$ cat src/rtl/mult_share_arbiter_if.sv
// Request/result bundle between two client datapaths and the shared multiplier arbiter.
// master = client side (drives requests and result ready), slave = arbiter side.
interface mult_share_arbiter_if #(
    parameter int W = 8
);
    logic [1:0]     req_valid;
    logic [1:0]     req_ready;
    logic [W-1:0]   req_a0;
    logic [W-1:0]   req_b0;
    logic [W-1:0]   req_a1;
    logic [W-1:0]   req_b1;
    logic           res_valid;
    logic           res_ready;
    logic [2*W-1:0] res_data;
    logic           res_id;
    logic           busy;

    modport master (
        output req_valid, req_a0, req_b0, req_a1, req_b1, res_ready,
        input  req_ready, res_valid, res_data, res_id, busy
    );

    modport slave (
        input  req_valid, req_a0, req_b0, req_a1, req_b1, res_ready,
        output req_ready, res_valid, res_data, res_id, busy
    );
endinterface

$ cat src/rtl/mult_share_arbiter.sv
// Two-requester round-robin front end for a single shared 8x8 unsigned array multiplier.
// One operation in flight: IDLE (arbitrate/accept) -> CALC (settle) -> DONE (hold result).
module unsigned_binary_array_multiplier #(
    parameter int W = 8
) (
    input  logic [W-1:0]   a,
    input  logic [W-1:0]   b,
    output logic [2*W-1:0] mul
);
    logic [2*W-1:0] partial [W];
    logic [2*W-1:0] acc;

    // Each row is a AND b[i], shifted into its column; rows are summed down the array.
    always_comb begin
        for (int i = 0; i < W; i++) begin
            partial[i] = b[i] ? ({{W{1'b0}}, a} << i) : '0;
        end
        acc = '0;
        for (int i = 0; i < W; i++) begin
            acc = acc + partial[i];
        end
    end

    assign mul = acc;
endmodule

module mult_share_arbiter #(
    parameter int W           = 8,
    parameter int CALC_CYCLES = 1
) (
    input  logic                 clk,
    input  logic                 rst,
    mult_share_arbiter_if.slave  bus
);
    localparam logic [1:0] IDLE = 2'd0;
    localparam logic [1:0] CALC = 2'd1;
    localparam logic [1:0] DONE = 2'd2;

    localparam logic [3:0] CALC_LAST = 4'(CALC_CYCLES - 1);

    logic [1:0]     state;
    logic           last_grant;
    logic [3:0]     calc_cnt;
    logic [W-1:0]   op_a;
    logic [W-1:0]   op_b;
    logic           op_id;
    logic           res_valid;
    logic [2*W-1:0] res_data;
    logic           res_id;

    logic           grant;
    logic [1:0]     ready;
    logic           accept;
    logic [W-1:0]   sel_a;
    logic [W-1:0]   sel_b;
    logic [2*W-1:0] product;

    // Contention goes to whoever did not win last; a lone requester always wins.
    always_comb begin
        grant = 1'b0;
        if (&bus.req_valid) begin
            grant = ~last_grant;
        end else if (bus.req_valid[1]) begin
            grant = 1'b1;
        end

        ready = 2'b00;
        if ((state == IDLE) && !rst && (|bus.req_valid)) begin
            ready = grant ? 2'b10 : 2'b01;
        end

        sel_a = grant ? bus.req_a1 : bus.req_a0;
        sel_b = grant ? bus.req_b1 : bus.req_b0;
    end

    assign accept = |(bus.req_valid & ready);

    unsigned_binary_array_multiplier #(.W(W)) u_mult (
        .a   (op_a),
        .b   (op_b),
        .mul (product)
    );

    always_ff @(posedge clk) begin
        if (rst) begin
            state      <= IDLE;
            last_grant <= 1'b1;
            calc_cnt   <= '0;
            op_a       <= '0;
            op_b       <= '0;
            op_id      <= 1'b0;
            res_valid  <= 1'b0;
            res_data   <= '0;
            res_id     <= 1'b0;
        end else begin
            case (state)
                IDLE: begin
                    if (accept) begin
                        op_a       <= sel_a;
                        op_b       <= sel_b;
                        op_id      <= grant;
                        last_grant <= grant;
                        calc_cnt   <= '0;
                        state      <= CALC;
                    end
                end
                CALC: begin
                    if (calc_cnt == CALC_LAST) begin
                        calc_cnt  <= '0;
                        res_data  <= product;
                        res_id    <= op_id;
                        res_valid <= 1'b1;
                        state     <= DONE;
                    end else begin
                        calc_cnt <= calc_cnt + 4'd1;
                    end
                end
                DONE: begin
                    if (bus.res_ready) begin
                        res_valid <= 1'b0;
                        state     <= IDLE;
                    end
                end
                default: state <= IDLE;
            endcase
        end
    end

    // res_data deliberately keeps the last product after transfer; res_valid qualifies it.
    assign bus.req_ready = ready;
    assign bus.res_valid = res_valid;
    assign bus.res_data  = res_data;
    assign bus.res_id    = res_id;
    assign bus.busy      = (state != IDLE);
endmodule
$ cat src/flat_wrapper.sv
// flat-port wrapper written by rule: the top's interface ports become plain ports
module mult_share_arbiter_flat 
#(
    parameter int W           = 8,
    parameter int CALC_CYCLES = 1
)
  (clk, rst, bus_req_valid, bus_req_a0, bus_req_b0, bus_req_a1, bus_req_b1, bus_res_ready, bus_req_ready, bus_res_valid, bus_res_data, bus_res_id, bus_busy);
  mult_share_arbiter_if #(.W(W)) bus_i ();
  input  logic clk;
  input  logic rst;
  input wire logic [$bits(bus_i.req_valid)-1:0] bus_req_valid;
  input wire logic [$bits(bus_i.req_a0)-1:0] bus_req_a0;
  input wire logic [$bits(bus_i.req_b0)-1:0] bus_req_b0;
  input wire logic [$bits(bus_i.req_a1)-1:0] bus_req_a1;
  input wire logic [$bits(bus_i.req_b1)-1:0] bus_req_b1;
  input wire logic [$bits(bus_i.res_ready)-1:0] bus_res_ready;
  output wire logic [$bits(bus_i.req_ready)-1:0] bus_req_ready;
  output wire logic [$bits(bus_i.res_valid)-1:0] bus_res_valid;
  output wire logic [$bits(bus_i.res_data)-1:0] bus_res_data;
  output wire logic [$bits(bus_i.res_id)-1:0] bus_res_id;
  output wire logic [$bits(bus_i.busy)-1:0] bus_busy;
  assign bus_i.req_valid = bus_req_valid;
  assign bus_i.req_a0 = bus_req_a0;
  assign bus_i.req_b0 = bus_req_b0;
  assign bus_i.req_a1 = bus_req_a1;
  assign bus_i.req_b1 = bus_req_b1;
  assign bus_i.res_ready = bus_res_ready;
  assign bus_req_ready = bus_i.req_ready;
  assign bus_res_valid = bus_i.res_valid;
  assign bus_res_data = bus_i.res_data;
  assign bus_res_id = bus_i.res_id;
  assign bus_busy = bus_i.busy;
  mult_share_arbiter #(.W(W), .CALC_CYCLES(CALC_CYCLES)) u_core (.clk(clk), .rst(rst), .bus(bus_i));
endmodule
$ cat config.mk
export PLATFORM = sky130hd
export DESIGN_NAME = mult_share_arbiter_flat
export DESIGN_NICKNAME = d
export VERILOG_FILES = /design/src/rtl/mult_share_arbiter_if.sv /design/src/rtl/mult_share_arbiter.sv /design/src/flat_wrapper.sv
export SDC_FILE = /design/constraint.sdc
export NUM_CORES = 1
export LEC_CHECK = 0
export BUFFER_PORTS_ARGS = -buffer_cell sky130_fd_sc_hd__buf_2
export CAP_MARGIN = 10
export CORE_UTILIZATION = 31
export DETAILED_ROUTE_END_ITERATION = 10
export SLEW_MARGIN = 20
export SYNTH_ARGS = -nofsm -noshare
export SYNTH_HDL_FRONTEND = slang
export SYNTH_SLANG_ARGS = --single-unit
$ cat constraint.sdc
create_clock -name clk -period 11.3 [get_ports clk]
set_input_delay 1.13 -clock clk [delete_from_list [all_inputs] [get_ports clk]]
set_output_delay 1.13 -clock clk [all_outputs]
set_load 0.005 [all_outputs]
==> impl_metrics.py, run 1 <==
metrics = {
    "critical_path": {
        "cp-startpoint": "u_core.op_b[1]",
        "crit_required_ns": 11.50,
        "crit_path_max_fanout": 9,
        "critPathLaunchType": "flop",
        "worstPathArrival_ns": 6.07,
        "crit-reg2reg-launch": "u_core.op_b[1]",
        "endpoint_kind": "flop",
        "crit_type": "reg -> reg",
        "reg2regPathDepth": 23,
        "rrSetupSlack_ns": 5.43,
    },
    "status": {
        "status": "complete, no violations",
    },
    "detailed_routing": {
        "wl_um": 8661,
        "drt-initial-drc-count": 115,
        "ant_nets": 0,
        "routed_via_density": 4.892,
        "first_pass_iters": 4,
        "drc": 0,
        "routedWlPerCell_um": 13.60,
        "vias": 3116,
    },
    "timing": {
        "fin_crit_sh_pct": 51.92,
        "slew_headroom_pct": 41.92,
        "tns_ns": 0,
        "timing.fmax_mhz": 170.4,
        "timing.hold.ws_ns": 0.4537,
        "worst_slew_pin_slew_ns": 0.8712,
        "setup_violations": 0,
        "fin_crit_ns": 5.867,
        "rsz0062_at_grt": "no",
        "hold_viol_final": 0,
        "slew_viol_final": 0,
        "clock_skew_ns": 0.008576,
    },
    "final_layout": {
        "final_cells": 637,
        "n_antenna_cell": 0,
        "fillCellCount": 1243,
        "final_nets": 596,
        "drive_above_1_share_pct": 15.51,
        "area_growth_pct": 14.13,
        "most-common-layout-cells": "57 x buf_2, 53 x nand2_1, 51 x inv_1, 42 x dfxtp_1, 37 x and2_1",
        "final_area_um2": 4367,
        "final_common_cell": "buf_2",
        "regArea_um2": 840.8,
        "multi_input_area_um2": 2715,
    },
    "clocking": {
        "post_cts_buffers": 0,
        "cts_buffers": 5,
        "clk_latency_ns": 0.28,
        "cts_num_sinks": 42,
        "cts_tree": "built",
        "clk_pin_slew_ns": 0.06,
        "clock_path_buffers": 2,
        "ctsHoldBuffers": 0,
        "cts_resized": 0,
        "root_buffer": "clkbuf_16",
        "ctsHtreeMaxLevel": 2,
    },
    "synth": {
        "syn-instance-count": 445,
        "ys.flop_type": "dfxtp_1",
        "synth.avg_cell_area_um2": 8.598,
        "synth_area_leader_cell": "dfxtp_1",
        "netlist.area_leader.share_pct": 21.98,
        "synth_edf_count": 0,
        "yosysSeqAreaShare_pct": 21.98,
        "synth_seq_cells": 42,
        "synth_cell_type_count": 50,
        "synth.area.top_cells": "dfxtp_1 22%, fa_1 18%, ha_1 12%",
        "yosysWarnings": 0,
        "synthArstFlopShare_pct": 0,
        "syn_area_um2": 3826,
        "syn_nets": 552,
    },
    "grt": {
        "grt.overflow.total": 0,
        "grt_antenna_before_repair": 0,
        "grt_max_degree": 48,
        "grt_pass1_wl_um": 14840,
        "track_usage_pct": 14.45,
        "grt_pass1_vias": 3115,
    },
    "floorplanning": {
        "start_util_pct": 31.85,
        "core_um2": 12010,
        "dieWidth_um": 113.1,
        "die_area_um2": 12790,
        "ios": 58,
        "die_h_um": 113.1,
        "rows": 40,
    },
    "placed_design": {
        "place_area_um2": 4217,
        "hpwl_um": 6833,
        "dp.cells": 629,
        "place_congestion": 0.8279,
        "io_buffers": 57,
    },
    "flow_run": {
        "maxCapViolCount": 0,
    },
    "power_and_ir_drop": {
        "power.density_nw_per_um2": 112.4,
        "ir_worst_vdd_v": 0.00009425,
        "finalPower_w": 0.0004910,
        "p_leak_nw": 2.094,
    },
    "hold_path": {
        "min_path_type": "reg -> reg",
        "whs_path_depth": 2,
        "hold_start": "u_core.bus.res_data[1]",
    },
}
## metal layers
| layer | wire, µm | track usage, % | part of all wire (%) |
|---|---|---|---|
| met3 | 264 | 2.250 | 3.0 |
| met1 | 4033 | 18.91 | 47 |
| met4 | 87 | 3.158 | 1.0 |
| met2 | 4276 | 25.07 | 49 |
| met5 | 0 | 0 | 0 |
## stage by stage
stage          utilization, %  setup WS [ns]
6_report                36.35          5.433
5_1_grt                 36.35          5.047
4_1_cts                 36.29          5.418
3_5_place_dp            35.10          5.461
3_3_place_gp            35.10          5.625
2_1_floorplan               -          5.870
## final timing paths
| kind | to |
|---|---|
| setup reg to reg | u_core.bus.res_data[15] |
| hold reg to reg | u_core.bus.res_data[1] |
| setup / recovery | u_core.bus.res_data[15] |
| hold / removal | u_core.bus.res_data[1] |
## critical path, stage by stage, from the launching register on
cell and delay [ns]:
dfxtp_1 0.46, and2_1 0.18, ha_1 0.21, inv_1 0.07, fa_1 0.40, nor2b_1 0.16
o21a_1 0.15, o21ai_1 0.10, a21oi_1 0.15, a211oi_1 0.08, fa_1 0.56, inv_1 0.06
fa_1 0.54, inv_1 0.06, fa_1 0.53, inv_1 0.06, fa_1 0.59, inv_1 0.06
ha_1 0.32, a211oi_2 0.22, or2_4 0.19, a2111oi_4 0.07, or3_1 0.36, a311oi_2 0.25
## flip-flops by register name, summed over array words and instances (netlist names)
register,flops
u_core.state,2
u_core.op_b,8
u_core.bus.res_valid,1
u_core.last_grant,1
u_core.op_a,8
u_core.bus.res_data,16
u_core.op_id,1
u_core.calc_cnt,4
u_core.bus.res_id,1
## synth_stat cells (all sizes together), types with 4 or more instances
| cell | n |
|---|---|
| xnor2 | 4 |
| or2 | 4 |
| nor4b | 4 |
| ha | 36 |
| nor2 | 35 |
| nor2b | 5 |
| dfxtp | 42 |
| a21oi | 26 |
| a211oi | 23 |
| clkbuf | 14 |
| fa | 34 |
| o21ai | 10 |
| and2 | 37 |
| nand3 | 4 |
| nand2 | 53 |
| nor3 | 7 |
| mux2i | 18 |
| buf | 7 |
| inv | 51 |
## where the power goes
group / total (W) / switching (W) / internal, W
Combinational: 0.000163 / 0.0000930 / 0.0000704
Clock: 0.000141 / 0.0000592 / 0.0000820
Sequential: 0.000186 / 0.0000240 / 0.000162
Total: 0.000491 / 0.000176 / 0.000315
## layout make-up
cell class,instances,share of cell area [%]
Clock buffer,6,2.951
Tap cell,147,4.212
Clock inverter,2,0.3152
Sequential cell,42,19.25
Timing Repair Buffer,58,6.705
Multi-Input combinational cell,331,62.18
Inverter,51,4.384
## cell families (layout without fill, tap and decap cells)
family / Yosys count / count (layout) / synth area share (%)
mux: 18 / 18 / 4.709
fa+ha+maj: 70 / 70 / 29.56
simple gates: 159 / 159 / 21.09
compound gates: 78 / 78 / 13.93
xor+xnor: 6 / 6 / 1.373
buf+inv: 72 / 117 / 7.358
flops: 42 / 42 / 21.98
Power figures use the tool's default switching activity.
==> run 2, diff against run 1 <==
- clock period: 11.3 -> 5.9 ns (I/O delays scaled with it)
==> impl_metrics.py, run 2 (synthesis results as in run 1) <==
metrics = {
    "timing": {
        "slew_viol_final": 0,
        "timing.fmax_mhz": 178.9,
        "timing.hold.ws_ns": 0.4547,
        "clock_skew_ns": 0.007634,
        "fin_crit_ns": 5.589,
        "setup_violations": 0,
        "fin_crit_sh_pct": 94.73,
        "rsz0062_at_grt": "no",
        "worst_slew_pin_slew_ns": 0.8604,
        "slew_headroom_pct": 42.64,
        "tns_ns": 0,
        "hold_viol_final": 0,
    },
    "power_and_ir_drop": {
        "p_leak_nw": 2.134,
        "power.density_nw_per_um2": 215.9,
        "ir_worst_vdd_v": 0.0001766,
        "finalPower_w": 0.0009573,
    },
    "placed_design": {
        "io_buffers": 57,
        "place_congestion": 0.8595,
        "dp.cells": 636,
        "hpwl_um": 6950,
    },
    "critical_path": {
        "crit_required_ns": 6.10,
        "crit_type": "reg -> reg",
        "crit_path_max_fanout": 9,
        "reg2regPathDepth": 23,
        "worstPathArrival_ns": 5.79,
        "endpoint_kind": "flop",
        "critPathLaunchType": "flop",
    },
    "final_layout": {
        "final_util_pct": 36.92,
        "n_antenna_cell": 0,
        "final_nets": 603,
        "largest_reg_flops": 16,
        "regMostFlops": "u_core.bus.res_data",
        "final_common_cell": "buf_2",
        "area_growth_pct": 15.89,
        "reg.largest.list": "u_core.bus.res_data x16, u_core.op_a x8, u_core.op_b x8",
        "final_cells": 644,
        "most-common-layout-cells": "57 x buf_2, 53 x nand2_1, 51 x inv_1, 39 x dfxtp_1, 37 x and2_1",
        "drive_above_1_share_pct": 18.11,
    },
    "grt": {
        "grt_antenna_before_repair": 0,
        "grt-busiest-layer": "met2",
        "grt_pass1_vias": 3121,
        "track_usage_pct": 14.38,
        "grt_pass1_wl_um": 14860,
        "use_met3_pct": 2.410,
        "use_met2_pct": 24.58,
        "grt_max_degree": 48,
        "grt.overflow.total": 0,
        "grt_use_met1_pct": 18.88,
    },
    "floorplanning": {
        "core_um2": 12010,
        "rows": 40,
        "ios": 58,
        "die_area_um2": 12790,
        "start_util_pct": 31.85,
        "die_h_um": 113.1,
        "dieWidth_um": 113.1,
    },
    "clocking": {
        "root_buffer": "clkbuf_16",
        "clock_path_buffers": 2,
        "post_cts_buffers": 0,
        "cts_num_sinks": 42,
        "ctsHoldBuffers": 0,
        "clk_pin_slew_ns": 0.06,
        "ctsHtreeMaxLevel": 2,
        "clk_latency_ns": 0.28,
        "cts_buffers": 5,
        "cts_tree": "built",
    },
    "detailed_routing": {
        "drt-initial-drc-count": 163,
        "routedWlPerCell_um": 13.56,
        "first_pass_iters": 4,
        "wl_um": 8731,
        "ant_nets": 0,
        "drc": 0,
        "routed_via_density": 4.916,
        "vias": 3166,
    },
    "hold_path": {
        "whs_path_depth": 2,
        "min_path_type": "reg -> reg",
    },
    "flow_run": {
        "maxCapViolCount": 0,
    },
    "status": {
        "status": "complete, no violations",
    },
}
-- run 2: cell count changes in the layout (fill, tap and decap cells not counted), moves of 2 or more --
cell,change
dfxtp_2,+2
buf_4,+7
dfxtp_1,-3
fa_2,+2
fa_1,-2
-- run 2: what timing repair did --
| item | in CTS | in global routing |
|---|---|---|
| endpoints found under the setup margin | 0 | 3 |
| resized for setup | 0 | 8 |
| endpoints found under the hold margin | 0 | 0 |
-- run 2: power breakdown --
group,switching [W],internal [W],leakage (nW)
clock network,0.000115,0.000157,0.0740
registers,0.0000320,0.000312,0.346
logic,0.000197,0.000145,1.71
-- run 2: path summary, 6_finish.rpt --
check / endpoint / slack [ns] / start
min reg2reg: u_core.bus.res_valid / 0.45 / u_core.bus.res_valid
max reg2reg: u_core.bus.res_data[15] / 0.31 / u_core.op_b[1]
min: u_core.bus.res_valid / 0.45 / u_core.bus.res_valid
max: u_core.bus.res_data[15] / 0.31 / u_core.op_b[1]
-- run 2: through the flow --
stage,area [µm²],setup WS [ns]
2_1_floorplan,3826,0.4697
6_report,4434,0.3111
3_5_place_dp,4269,0.1674
4_1_cts,4413,0.1141
3_3_place_gp,4269,0.2704
5_1_grt,4434,0.007453
-- run 2: critical path, stage by stage (launching register included) --
cell,delay [ns]
dfxtp_4,0.37
and2_1,0.13
ha_2,0.18
inv_1,0.05
fa_2,0.35
nor2b_1,0.13
o21a_1,0.14
o21ai_1,0.09
a21oi_1,0.14
a211oi_1,0.08
fa_1,0.55
inv_1,0.06
fa_1,0.54
inv_1,0.06
fa_1,0.54
inv_1,0.05
fa_2,0.55
inv_1,0.05
ha_1,0.31
a211oi_2,0.25
or2_4,0.18
a2111oi_4,0.06
or3_1,0.36
a311oi_2,0.25
-- run 2: metal layers --
layer,share of wire [%],vias to the layer above
met5,0,-
met1,47,1520
met3,3.4,8
met4,0.92,0
met2,49,59
li1,-,1579
-- run 2: area by class of cell --
| cell class | instances | area (µm²) |
|---|---|---|
| Clock buffer | 5 | 125.1 |
| Tap cell | 147 | 183.9 |
| Clock inverter | 3 | 18.77 |
| Sequential cell | 42 | 847.1 |
| Timing Repair Buffer | 65 | 345.3 |
| Inverter | 51 | 191.4 |
| Multi-Input combinational cell | 331 | 2723 |
| Fill cell | 1232 | 7577 |
==> run 3, diff against run 2 <==
- CORE_ASPECT_RATIO: not set -> 1.4
==> impl_metrics.py, run 3 (synthesis results as in run 1) <==
metrics = {
    "critical_path": {
        "critPathLaunchType": "flop",
        "cp_slowest_cell": "fa_1",
        "crit_type": "reg -> reg",
        "crit-reg2reg-launch": "u_core.op_b[1]",
        "reg2regPathDepth": 23,
        "cpLargestDelayFamily": "adder cells",
        "cp_slowest_stage_delay_ns": 0.55,
        "cp_common_cell": "inv_1",
        "cp_num_cells": 23,
        "rr_endpoint": "u_core.bus.res_data[15]",
        "rrSetupSlack_ns": 0.28,
        "path_cells": "and2_1, ha_2, inv_1, fa_2, nor2b_1, o21a_1, o21ai_1, a21oi_1, a211oi_1, fa_1, inv_1, fa_1, inv_1, fa_1, inv_1, fa_1, inv_1, ha_1, a211oi_2, or2_4, a2111oi_4, or3_1, a311oi_2",
        "cp-endpoint": "u_core.bus.res_data[15]",
        "crit_required_ns": 6.11,
        "cp-startpoint": "u_core.op_b[1]",
        "cp_num_buf_inv": 5,
        "endpoint_kind": "flop",
        "worstPathArrival_ns": 5.83,
        "crit_path_max_fanout": 9,
    },
    "flow_run": {
        "maxCapViolCount": 0,
    },
    "timing": {
        "slew_viol_final": 0,
        "setup_violations": 0,
        "timing.hold.ws_ns": 0.4562,
        "fin_crit_sh_pct": 95.30,
        "worst_slack_ns": 0.2775,
        "worst_slew_pin_slew_ns": 0.8494,
        "rsz0062_at_grt": "no",
        "fin_crit_ns": 5.623,
        "slew_headroom_pct": 43.23,
        "tns_ns": 0,
        "timing.fmax_mhz": 177.9,
        "hold_viol_final": 0,
        "clock_skew_ns": 0.003922,
    },
    "clocking": {
        "ctsHoldBuffers": 0,
        "clock_path_buffers": 2,
        "clk_pin_slew_ns": 0.07,
        "cts_tree": "built",
        "root_buffer": "clkbuf_16",
        "ctsHtreeMaxLevel": 2,
        "cts_num_sinks": 42,
        "cts_buffers": 5,
        "clk_latency_ns": 0.29,
    },
    "power_and_ir_drop": {
        "ir_worst_vdd_v": 0.0001770,
        "p_leak_nw": 2.160,
        "power.density_nw_per_um2": 217.5,
        "finalPower_w": 0.0009755,
    },
    "status": {
        "status": "complete, no violations",
    },
    "grt": {
        "grt.overflow.total": 0,
        "grt_pass1_vias": 3367,
        "grt_pass1_wl_um": 16050,
        "use_met2_pct": 29.01,
        "grt_antenna_before_repair": 0,
        "grt-busiest-layer": "met2",
        "grt_max_degree": 48,
        "track_usage_pct": 16.07,
        "grt_use_met1_pct": 18.09,
        "use_met3_pct": 2.283,
    },
    "detailed_routing": {
        "ant_nets": 0,
        "routedWlPerCell_um": 14.54,
        "drt-initial-drc-count": 150,
        "vias": 3232,
        "wl_um": 9448,
        "first_pass_iters": 5,
        "routed_via_density": 4.972,
        "drc": 0,
    },
    "floorplanning": {
        "rows": 47,
        "core_um2": 11940,
        "die_h_um": 133.5,
        "start_util_pct": 32.05,
        "ios": 58,
        "die_area_um2": 12800,
        "dieWidth_um": 95.90,
    },
    "final_layout": {
        "area_growth_pct": 17.23,
        "drive_above_1_share_pct": 19.09,
        "largest_reg_flops": 16,
        "regMostFlops": "u_core.bus.res_data",
        "final_util_pct": 37.57,
        "reg.largest.list": "u_core.bus.res_data x16, u_core.op_a x8, u_core.op_b x8",
        "most-common-layout-cells": "57 x buf_2, 53 x nand2_1, 51 x inv_1, 40 x dfxtp_1, 37 x and2_1",
        "final_common_cell": "buf_2",
        "n_antenna_cell": 0,
        "final_nets": 609,
    },
    "placed_design": {
        "place_congestion": 0.8368,
        "hpwl_um": 7703,
        "dp_slack_ns": 0.09621,
        "io_buffers": 57,
    },
    "hold_path": {
        "min_path_type": "reg -> reg",
    },
}
[run 3: changes by cell type in the layout (fill, tap and decap cells not counted), sizes merged]
cell	delta
clkinvlp	+2
clkinv	-2
buf	+6
[run 3: where the power goes]
part           switching, W  leakage, nW  internal (W)  total, W
clock network      0.000124       0.0664      0.000158  0.000282
logic              0.000202         1.75      0.000149  0.000351
registers         0.0000311        0.345      0.000311  0.000343
[run 3: worst register-to-register path, cell delays in order (launching register included)]
cell and delay (ns):
dfxtp_2 0.38, and2_1 0.14, ha_2 0.20, inv_1 0.06, fa_2 0.35, nor2b_1 0.12
o21a_1 0.14, o21ai_1 0.10, a21oi_1 0.16, a211oi_1 0.08, fa_1 0.55, inv_1 0.05
fa_1 0.53, inv_1 0.06, fa_1 0.54, inv_1 0.05, fa_1 0.52, inv_1 0.05
ha_1 0.31, a211oi_2 0.26, or2_4 0.19, a2111oi_4 0.07, or3_1 0.36, a311oi_2 0.25
[run 3: final cells by class]
cell class / count / area, µm²
Clock buffer: 5 / 125.1
Clock inverter: 3 / 23.77
Fill cell: 1232 / 7452
Inverter: 51 / 191.4
Multi-Input combinational cell: 331 / 2725
Sequential cell: 42 / 845.8
Tap cell: 147 / 183.9
Timing Repair Buffer: 71 / 390.4
[run 3: layer usage]
metal | vias to the layer above | part of all wire, % | wire (µm)
met3 | 24 | 3.1 | 296
met4 | 0 | 3.2 | 303
met2 | 73 | 56 | 5254
li1 | 1590 | - | -
met5 | - | 0 | 0
met1 | 1545 | 38 | 3594
[run 3: worst min path at each step]
stage,from,to,slack [ns],depth (start not counted)
floorplan,u_core.op_id,u_core.bus.res_id,0.43,2
global placement,u_core.bus.res_data[9],u_core.bus.res_data[9],0.44,2
detailed placement,u_core.bus.res_data[12],u_core.bus.res_data[12],0.45,2
CTS,u_core.bus.res_data[12],u_core.bus.res_data[12],0.46,2
global route,u_core.bus.res_data[3],u_core.bus.res_data[3],0.48,2
finish,u_core.bus.res_data[12],u_core.bus.res_data[12],0.46,2
[run 3: stage by stage]
stage / area, µm² / instances
after detailed placement: 4292 / 639
final: 4486 / 650
after global placement: 4292 / 639
after CTS: 4441 / 647
after floorplan: 3826 / 445
after global routing: 4486 / 650
[run 3: timing repair]
item,CTS,global route
resized for setup,0,8
buffers inserted,0,3
endpoints found under the setup margin,0,5
